## src/rtl/uart_tx_sched.sv

```systemverilog
// uart_tx_sched
//   Transmit-side scheduler for the UART byte transmitter. Bytes from the
//   bus-side producer are queued in a DEPTH-entry FIFO and handed to the
//   serialiser one frame at a time via a start/byte/busy handshake. The
//   clocks-per-bit divisor is owned here and only updated between frames.
//
// Ports
//   i_clk, i_rst        clock, synchronous active-high reset
//   i_wr_valid/_data    producer byte offer; o_wr_ready accepts it
//   i_flush             drop every queued (not yet launched) byte
//   i_div_wr, i_div     request a new divisor; o_div_pending while held
//   o_clktobaudrate     divisor currently driven to the transmitter
//   o_start, o_tx_byte  one-cycle launch pulse and the byte being sent
//   i_tx_busy           transmitter busy (rises the cycle after o_start)
//   o_count, o_empty    FIFO occupancy
//   o_idle              queue drained, scheduler idle, transmitter idle
module uart_tx_sched #(
  parameter int          DEPTH       = 16,
  parameter logic [11:0] DEFAULT_DIV = 12'd868
) (
  input  logic                     i_clk,
  input  logic                     i_rst,
  input  logic                     i_wr_valid,
  input  logic [7:0]               i_wr_data,
  output logic                     o_wr_ready,
  input  logic                     i_flush,
  input  logic                     i_div_wr,
  input  logic [11:0]              i_div,
  output logic                     o_div_pending,
  output logic [11:0]              o_clktobaudrate,
  output logic                     o_start,
  output logic [7:0]               o_tx_byte,
  input  logic                     i_tx_busy,
  output logic [$clog2(DEPTH):0]   o_count,
  output logic                     o_empty,
  output logic                     o_idle
);

  localparam int AW = $clog2(DEPTH);
  localparam int CW = AW + 1;
  localparam logic [CW-1:0] FULL_COUNT = CW'(DEPTH);

  typedef enum logic [1:0] {
    IDLE      = 2'd0,
    LAUNCH    = 2'd1,
    WAIT_BUSY = 2'd2,
    WAIT_DONE = 2'd3
  } state_t;

  state_t state, state_next;

  logic [7:0]    mem [DEPTH];
  logic [AW-1:0] wr_ptr;
  logic [AW-1:0] rd_ptr;
  logic [CW-1:0] count;

  logic [11:0]   div_shadow;
  logic [11:0]   div_active;
  logic          div_pending;

  logic          push;
  logic          pop;
  logic          apply_div;
  logic          is_idle;
  logic          empty;

  assign is_idle   = (state == IDLE);
  assign empty     = (count == '0);

  // No write-through: readiness looks only at the current count, so a full
  // FIFO refuses a write even in a cycle where the head is popped.
  assign o_wr_ready = (count < FULL_COUNT) && !i_flush;
  assign push       = i_wr_valid && o_wr_ready;

  // Divisor changes only while nothing is in flight; it takes priority over
  // launching so the next frame already uses the new rate.
  assign apply_div  = is_idle && div_pending && !i_tx_busy;

  // FIFO storage (data only, no reset needed)
  always_ff @(posedge i_clk) begin
    if (push) begin
      mem[wr_ptr] <= i_wr_data;
    end
  end

  // FIFO pointers and occupancy; pointers wrap naturally at DEPTH
  always_ff @(posedge i_clk) begin
    if (i_rst || i_flush) begin
      wr_ptr <= '0;
      rd_ptr <= '0;
      count  <= '0;
    end else begin
      if (push) begin
        wr_ptr <= wr_ptr + AW'(1);
      end
      if (pop) begin
        rd_ptr <= rd_ptr + AW'(1);
      end
      case ({push, pop})
        2'b10:   count <= count + CW'(1);
        2'b01:   count <= count - CW'(1);
        default: count <= count;
      endcase
    end
  end

  // Byte presented to the transmitter; held until the next launch
  always_ff @(posedge i_clk) begin
    if (i_rst) begin
      o_tx_byte <= '0;
    end else if (pop) begin
      o_tx_byte <= mem[rd_ptr];
    end
  end

  // Divisor shadow and active value. A request arriving in the applying
  // cycle is kept pending with its new value.
  always_ff @(posedge i_clk) begin
    if (i_rst) begin
      div_shadow  <= DEFAULT_DIV;
      div_active  <= DEFAULT_DIV;
      div_pending <= 1'b0;
    end else begin
      if (apply_div) begin
        div_active  <= div_shadow;
        div_pending <= 1'b0;
      end
      if (i_div_wr) begin
        div_shadow  <= i_div;
        div_pending <= 1'b1;
      end
    end
  end

  // Launch FSM state register
  always_ff @(posedge i_clk) begin
    if (i_rst) begin
      state <= IDLE;
    end else begin
      state <= state_next;
    end
  end

  // Launch FSM next-state and outputs
  always_comb begin
    state_next = state;
    pop        = 1'b0;
    o_start    = 1'b0;
    case (state)
      IDLE: begin
        if (div_pending && !i_tx_busy) begin
          state_next = IDLE;
        end else if (!empty && !i_tx_busy && !i_flush) begin
          pop        = 1'b1;
          state_next = LAUNCH;
        end
      end
      LAUNCH: begin
        o_start    = 1'b1;
        state_next = WAIT_BUSY;
      end
      WAIT_BUSY: begin
        if (i_tx_busy) begin
          state_next = WAIT_DONE;
        end
      end
      WAIT_DONE: begin
        if (!i_tx_busy) begin
          state_next = IDLE;
        end
      end
      default: state_next = IDLE;
    endcase
  end

  assign o_count         = count;
  assign o_empty         = empty;
  assign o_idle          = empty && is_idle && !i_tx_busy;
  assign o_div_pending   = div_pending;
  assign o_clktobaudrate = div_active;

endmodule

```

## config.mk

```make
export PLATFORM = sky130hd
export DESIGN_NAME = uart_tx_sched
export DESIGN_NICKNAME = d
export VERILOG_FILES = /design/src/rtl/uart_tx_sched.sv
export SDC_FILE = /design/constraint.sdc
export NUM_CORES = 1
export LEC_CHECK = 0
export ABC_AREA = 1
export ABC_CLOCK_PERIOD_IN_PS = 3070
export CORE_MARGIN = 2
export CORE_UTILIZATION = 48
export CTS_BUF_LIST = sky130_fd_sc_hd__clkbuf_16
export DETAILED_ROUTE_END_ITERATION = 12
export HOLD_SLACK_MARGIN = 0.03
export PLACE_DENSITY = 0.66
export SLEW_MARGIN = 0
export SYNTH_ARGS = -nofsm -noshare
export SYNTH_HDL_FRONTEND = slang
export SYNTH_SLANG_ARGS = --single-unit
```

## constraint.sdc

```tcl
create_clock -name i_clk -period 3.07 [get_ports i_clk]
set_clock_uncertainty 0.05 [all_clocks]
set_input_delay 0.4605 -clock i_clk [delete_from_list [all_inputs] [get_ports i_clk]]
set_output_delay 0.4605 -clock i_clk [all_outputs]
set_load 0.005 [all_outputs]
```

# --- Yosys cells after proc, flatten, opt, wreduce, memory -nomap -nowiden ---
# Memories as Yosys holds them, arrays and structs flattened. A register that Yosys moved wholly into a read port is not among the register bits.
# Cells that the tools add are included.
totals:
  ff_bits: 40
  ramBits: 128
  in_bits: 26
  output_inout_bits: 30
  word_cells: 53
  mem_count: 1
memory_table:
  columns: ["memory", "words", "word_bits", "rd", "rd_ports_with_merged_regs", "write_ports", "line", "source"]
  rows:
  - ["mem", 16, 8, 1, 1, 1, "52", "logic [7:0] mem [DEPTH];"]
op_classes:
  addsub: 4
  n_lt_le_gt_ge: 1
  eq_ne: 8
  mux: 14
  n_reduce_logical: 18
ops:
  columns: ["op", "n"]
  rows:
  - ["$pmux 5 s2", 1]
  - ["$logic_and 1x1->1", 9]
  - ["$add 4x1->4 const B", 2]
  - ["$mux 1", 8]
  - ["$mux 2", 4]
  - ["$pmux 2 s4", 1]
  - ["$eq 2x2->1 const B", 3]
  - ["$add 5x1->5 const B", 1]
  - ["$logic_not 5->1", 1]
  - ["$lt 5x5->1 const B", 1]
  - ["$sub 5x1->5 const B", 1]
  - ["$eq 2x1->1 const B", 2]
  - ["$ne 2x2->1 const B", 2]
  - ["$reduce_bool 2->1", 2]
  - ["$logic_not 1->1", 3]
  - ["$ne 3x1->1 const B", 1]
  - ["$reduce_and 3->1", 1]
  - ["$logic_not 2->1", 1]
  - ["$logic_or 1x1->1", 1]

# --- Logic depth before layout (Yosys ltp) ---
# Gate-level depths: netlist of run 1.
depth:
  ltp_word: 9
  depth_mapped: 18
  depth_no_buf: 17

# --- Worst setup path after synthesis of run 1 ---
# OpenSTA, ideal clock, no wires.
synth_timing:
  kind: "reg-to-reg"
  startpoint: "register state[0]"
  endpoint: "register count[4] (netlist: o_count[4])"
  setup_ps: 70
  t_arrival_ps: 2148
  required_ps: 2950
  setup_slack_ps: 802
  path_stages_with_launch: 19
  path_buffers: 1
  period_less_slack_ps: 2268
  cell_sequence: "dfxtp_1 inv_1 ha_1 inv_1 nor2_4 inv_1 nor2_4 buf_6 ha_1 xor2_1 ha_1 inv_1 nand2_1 nand3_1 nand2_1 nand2_1 nand2_1 nand2_1 a21oi_1"
synth_via:
  elab_chain_cells: 4
  word_cells_on_any_way: 6
  classes_between: "2 x eq/ne; 2 x mux; 2 x reduce/logical"
synth_lines:
  columns: ["item", "line", "source"]
  rows:
  - ["start, declared", "50", "state_t state, state_next;"]
  - ["start signal, assigned", "140", "state <= state_next;"]
  - ["$logic_not 2->1 (*)", "149", "case (state)"]
  - ["$mux 1 (*)", "149", null]
  - ["via pop", "62", "logic pop;"]
  - ["$eq 2x1->1 / $eq 2x2->1 (equally long branches)", "99", "case ({push, pop})"]
  - ["$pmux 5 s2 / $reduce_bool 2->1 (equally long branches)", null, null]
  - ["end signal, assigned", "100", "2'b10: count <= count + CW'(1);"]
  - ["end signal, assigned", "101", "2'b01: count <= count - CW'(1);"]
  - ["end signal, assigned", "102", "default: count <= count;"]
  - ["end, declared", "55", "logic [CW-1:0] count;"]
# Mark *: on every way through the listed nets, which the timed path passes. The rest lies on a longest branch.
# A chain may end at the register's enable or synchronous reset.

# --- Worst setup path after layout of run 1 ---
layout_timing:
  startpoint: "register state[0]"
  endpoint: "register count[4] (netlist: o_count[4])"
layout_via:
  elab_chain_cells: 4
  word_cells_on_any_way: 6
  classes_between: "2 x eq/ne; 2 x mux; 2 x reduce/logical"
layout_lines:
  columns: ["item", "line"]
  rows:
  - ["$logic_not 2->1 (*)", "149"]
  - ["$mux 1 (*)", "149"]
  - ["$eq 2x1->1 / $eq 2x2->1 (equally long branches)", "99"]
  - ["$pmux 5 s2 / $reduce_bool 2->1 (equally long branches)", null]
# Every way passes the cells marked *; elsewhere a longest branch is shown, timed or not.

==> results of run 1 <==
-- metal layers --
| metal | wire, um | part of all wire | vias to the layer above |
|---|---|---|---|
| met5 | 0 | 0 | - |
| met4 | 346 | 0.020 | 0 |
| met3 | 982 | 0.057 | 25 |
| met2 | 8260 | 0.48 | 177 |
| met1 | 7660 | 0.44 | 2556 |
| li1 | - | - | 2695 |
-- worst max path at each step --
stage,startpoint,endpoint,slack [ps],depth (start not counted)
after global routing,state[0],o_count[4],380,17
after CTS,state[0],o_idle,680,5
after global placement,i_tx_busy,o_count[4],370,16
after floorplan,state[0],o_count[4],800,18
final,state[0],o_count[4],680,17
after detailed placement,i_tx_busy,o_count[4],290,16
-- metrics by stage --
stage / hold WS (ps) / instances / cell area (um^2)
2_1_floorplan: 379 / 800 / 7650
3_3_place_gp: 389 / 1049 / 8340
3_5_place_dp: 394 / 1049 / 8340
4_1_cts: 413 / 1081 / 8920
5_1_grt: 428 / 1081 / 8920
6_report: 411 / 1081 / 8920
-- state kept, by name (all words and copies together), names as in the netlist --
signal and flops:
state 2, mem 128, wr_ptr 4, rd_ptr 4, o_tx_byte 8, o_clktobaudrate 12
o_count 5, div_shadow 12, o_div_pending 1
-- final cells by class --
| cell class | count | area, um^2 |
|---|---|---|
| flip-flops and latches | 176 | 4810 |
| multi-input cells | 484 | 2220 |
| repair buffers | 68 | 648 |
| clock buffers | 19 | 475 |
| clock inverters | 13 | 106 |
| well taps | 216 | 270 |
| inverters | 105 | 397 |
| fillers | 1319 | 6790 |
-- worst reg2reg max path, cell delays in order (launching register included) --
cell and delay, ps:
dfxtp_1 340, inv_1 110, ha_1 160, inv_1 80, nor2_4 130, inv_1 70
nor2_4 110, ha_1 290, xor2_1 240, ha_1 180, inv_1 40, nand2_1 90
nand3_1 110, nand2_1 90, nand2_1 50, nand2_1 50, nand2_1 50, a21oi_1 110
-- power breakdown --
part	total (W)	leakage (nW)	switching (W)	internal, W
sequential	0.00265	1.55	0.0000410	0.00261
combinational	0.000486	1.90	0.000275	0.000211
clock	0.00210	0.296	0.000917	0.00118
-- kinds of logic (layout without fill, tap and decap cells) --
group / Yosys count / after routing / share of synthesized area
AO/OA/AOI/OAI: 52 / 52 / 0.0370
XOR/XNOR: 5 / 5 / 0.00573
adder cells (fa/ha/maj): 13 / 13 / 0.0213
buffers and inverters: 140 / 205 / 0.0810
flip-flops: 176 / 176 / 0.628
multiplexers: 1 / 1 / 0.00131
AND/OR/NAND/NOR: 413 / 413 / 0.225
-- layout by cell type (no fill, tap or decap), drive strengths merged --
| master | instances |
|---|---|
| nand2 | 227 |
| edfxtp | 128 |
| inv | 112 |
| nand3 | 110 |
| nor2 | 73 |
| clkdlybuf4s50 | 55 |
| dfxtp | 48 |
| o21ai | 29 |
| clkbuf | 19 |
| a21oi | 14 |
| ha | 13 |
| buf | 13 |
| o21a | 8 |
| xor2 | 5 |
| clkinv | 4 |
| nor3 | 2 |
| mux2i | 1 |
| nand4 | 1 |
| a21boi | 1 |
| clkinvlp | 1 |
| bufinv | 1 |
==> impl_metrics.toml, run 1 <==
[grt]
met2_usage = 0.341
grt_busiest_layer = "met2"
first_global_vias = 5150
gr-usage-all-layers = 0.215
grt_max_degree = 69
grt_pass1_wl_um = 27100
use_met3 = 0.0369
met1_usage = 0.301
antenna_found_initial = 0
grt_overflow = 0

[clock_tree]
post_cts_buffers = 0
cts_tree = "built"
htree_levels = 4
ctsResizeCount = 0
ctsRootBufferMaster = "clkbuf_16"
clkLatencyLatePin_ps = 430
cts_buffer_depth = 2
postCtsHoldBufs = 0
cts.sinks = 176
cts_buffers = 17
cts.clk_slew.worst_paths_ps = 70

[die]
floorplan.initialDensity = 0.487
die-area_um2 = 17000
die_w_um = 130
coreArea_um2 = 15700
ioPinCount = 56
fp.dieH_um = 130
fp-row-count = 46

[setup_path]
cp.required_ps = 3380
cp_num_buf_inv = 4
crit_path_top_delay_cell = "dfxtp_1"
r2r_slack_ps = 680
critPathMaxFanout = 5
endpoint_kind = "flop"
crit_chain = "inv_1, ha_1, inv_1, nor2_4, inv_1, nor2_4, ha_1, xor2_1, ha_1, inv_1, nand2_1, nand3_1, nand2_1, nand2_1, nand2_1, nand2_1, a21oi_1"
startpoint_type = "flop"
r2r_cells = 17
critical_path.top_delay_family = "simple AND/OR/NAND/NOR gates"
r2r_start = "state[0]"
crit_type = "reg2reg"
r2r-end = "o_count[4]"
crit_top_cell = "nand2_1"
critical_path_arrival_ps = 2700
slowest_delay_ps = 340

[sta]
hold_viol_final = 0
fin_setup_tns_ps = 0
rsz0062_at_grt = "false"
worst_pin_slew_ps = 881
report.final.slew_viol_count = 0
max_slew_margin = 0.411
finalSetupViolCount = 0
period_needed_ps = 2390
max_freq_mhz = 418
fin_crit_sh = 0.779
setup_ws_ps = 679

[power_and_ir_drop]
p_per_area_nw_per_um2 = 587
p_total_w = 0.00524
power.leakage_nw = 3.74
vdd_ir_drop_max_mv = 0.422

[synth]
synthArstFlopShare = 0
ys_types = 27
synthFlopType = "edfxtp_1"
yosysTopAreaCellShare = 0.503
syn_area_per_cell_um2 = 9.56
synth_common_cells = "nand2_1, edfxtp_1, nand3_1"
syn_nets = 839
ys_warn_count = 0
yosys-top-cells-area = "edfxtp_1, dfxtp_1, nand2_1"
synth-seq-area-share = 0.628
ys_seq_elements = 176
syn_inst = 800
syn_area_um2 = 7650
yosysMostFrequentCell = "nand2_1"
synth_edf_count = 128
yosysTopAreaCell = "edfxtp_1"

[worst_hold_path]
hold_path_end = "o_clktobaudrate[2]"
hold_start = "o_clktobaudrate[2]"
hold_path_depth = 2
hold_path.class = "reg2reg"

[flow_run]
cap_violations = 0

[detailed_routing]
first_pass_iters = 5
avgViaCountPerCell = 5.04
detail-route-antenna-nets = 0
vias = 5453
wl_um = 17200
routedWlPerCell_um = 16.0
drt_iter0_markers = 446
drc_errors = 0

[place]
port_buffers = 55
place_hpwl_um = 11200
pre_cts_slack_ps = 291
routabilityCongestion = 0.862

[final_layout]
diodes = 0
area_growth_pct = 16.7
drive_gt1_frac = 0.0647
fin_util = 0.568
final_net_count = 891

[run_status]
outcome = "completed"
Note: power is estimated with default switching activity, not from simulation.
==> run 2, diff against run 1 <==
Settings changed: ABC_CLOCK_PERIOD_IN_PS 3070 to 2200.
Clock period 3.07 ns to 2.2 ns, I/O delays scaled along.
==> impl_metrics.toml, run 2 (synthesized netlist as in run 1, its figures left out) <==
[power_and_ir_drop]
vdd_ir_drop_max_mv = 0.813
clkPwrFrac = 0.385
p_total_w = 0.00728
seq_power_share = 0.508
power.leakage_nw = 3.87
switching_share = 0.238
power_frac_comb = 0.108
p_int_w = 0.00555
power_switching_w = 0.00173
p_per_area_nw_per_um2 = 791

[die]
ioPinCount = 56
coreArea_um2 = 15700
fp-row-count = 46
die_w_um = 130
floorplan.initialDensity = 0.487
fp.dieH_um = 130
die-area_um2 = 17000

[sta]
hold_viol_final = 0
fin_crit_sh = 0.936
period_needed_ps = 2060
max_slew_margin = 0.526
report.final.slew_viol_count = 0
max_freq_mhz = 486
hold-worst-slack_ps = 410
finalSetupViolCount = 0
worst_pin_slew_ps = 709

[setup_path]
startpoint_type = "flop"
crit_top_cell = "nand2_1"
crit_type = "reg2reg"
crit_chain = "inv_2, ha_4, inv_2, nor2_4, inv_2, nor2_4, ha_4, xor2_2, ha_2, inv_1, nand2_2, nand3_2, nand2_1, nand2_1, nand2_1, nand2_1, a21oi_2"
slowest_delay_ps = 340
cp.required_ps = 2510
critPathMaxFanout = 3
crit_path_top_delay_cell = "dfxtp_2"
endpoint_kind = "flop"
critical_path_arrival_ps = 2370

[clock_tree]
clkLatencyLatePin_ps = 430
cts_buffer_depth = 2
htree_levels = 4
cts_tree = "built"
ctsRootBufferMaster = "clkbuf_16"
cts_buffers = 17
cts.clk_slew.worst_paths_ps = 60
cts.sinks = 176

[final_layout]
final_common_cell = "nand2_1"
diodes = 0
multi_input_area_um2 = 2270
largest_register = "mem"
fin_cells = 1111
final_cell_mix = "nand2_1, edfxtp_1, nand3_1, inv_1, nor2_1"
area_growth_pct = 20.4
fin_area_um2 = 9200
largest_register_ff_count = 128
drive_gt1_frac = 0.108
num-fill-cells = 1325
seq_area_um2 = 4810
final_net_count = 921

[grt]
grt_pass1_wl_um = 26800
antenna_found_initial = 0
grt_overflow = 0
use_met3 = 0.0443
met1_usage = 0.282
grt_max_degree = 69
first_global_vias = 5293
grt_busiest_layer = "met2"
gr-usage-all-layers = 0.211
met2_usage = 0.338

[detailed_routing]
first_pass_iters = 7
drc_errors = 0
detail-route-antenna-nets = 0
avgViaCountPerCell = 4.99
drt_iter0_markers = 404
wl_um = 17200
vias = 5546
routedWlPerCell_um = 15.5

[place]
placed_cell_area_um2 = 8580
port_buffers = 55
routabilityCongestion = 0.857
dp_cells = 1075
place_hpwl_um = 11200

[flow_run]
cap_violations = 0

[run_status]
outcome = "completed"

[worst_hold_path]
hold_path.class = "reg2reg"
run 2: cell count changes in the layout (fill, tap and decap cells not counted), moves of 3 or more:
cell and change:
dfxtp_1 -3, dfxtp_2 +3, inv_4 -4, inv_2 +4, clkinv_1 +3, ha_1 -3
buf_4 +27
run 2: layout make-up:
class / count / share of cell area
sequential: 176 / 0.523
tap: 216 / 0.0294
multi-input combinational: 484 / 0.247
clock buffer: 17 / 0.0462
inverter: 105 / 0.0431
timing repair buffer: 98 / 0.0983
clock inverter: 15 / 0.0133
run 2: worst max-delay path: cells and delay by family, from the launching register on:
family	cells	cell delay [ps]
buffers and inverters	4	230
and+or+nand+nor	8	620
xor gates and xnor gates	1	170
AOI/OAI and AO/OA	1	110
adders and majority gates	3	470
DFF	1	340
run 2: worst paths after layout:
kind / startpoint / end / slack (ps) / cells past startpoint
setup / recovery: state[1] / o_count[4] / 140 / 17
hold / removal: div_shadow[2] / div_shadow[2] / 410 / 2
setup reg to reg: state[1] / o_count[4] / 140 / 17
hold reg to reg: div_shadow[2] / div_shadow[2] / 410 / 2
run 2: layer usage:
layer	vias to the layer above	wire, um
met4	0	402
met2	143	8340
met1	2618	7620
li1	2754	-
met3	31	874
met5	-	0
run 2: what timing repair did:
action | in CTS | in global routing
hold buffers | 0 | 0
setup endpoints to repair | 3 | 3
pin swaps | 2 | 6
buffers inserted | 0 | 4
resized for setup | 5 | 14
run 2: power by group through the flow:
| stage | registers [W] | clock network (W) | logic, W |
|---|---|---|---|
| 2_1_floorplan | 0.00376 | 0 | 0.000381 |
| 5_1_grt | 0.00370 | 0.00298 | 0.000873 |
| 6_report | 0.00370 | 0.00280 | 0.000784 |
| 3_5_place_dp | 0.00376 | 0 | 0.000724 |
| 3_3_place_gp | 0.00376 | 0 | 0.000696 |
| 4_1_cts | 0.00369 | 0.00285 | 0.000725 |
run 2: stage by stage:
stage | TNS, ps | utilization | worst slack (ps)
2_1_floorplan | 0 | - | 33.1
3_3_place_gp | -700 | 0.546 | -226
3_5_place_dp | -2450 | 0.546 | -301
4_1_cts | 0 | 0.581 | 17.9
5_1_grt | -31.9 | 0.586 | -31.9
6_report | 0 | 0.586 | 141
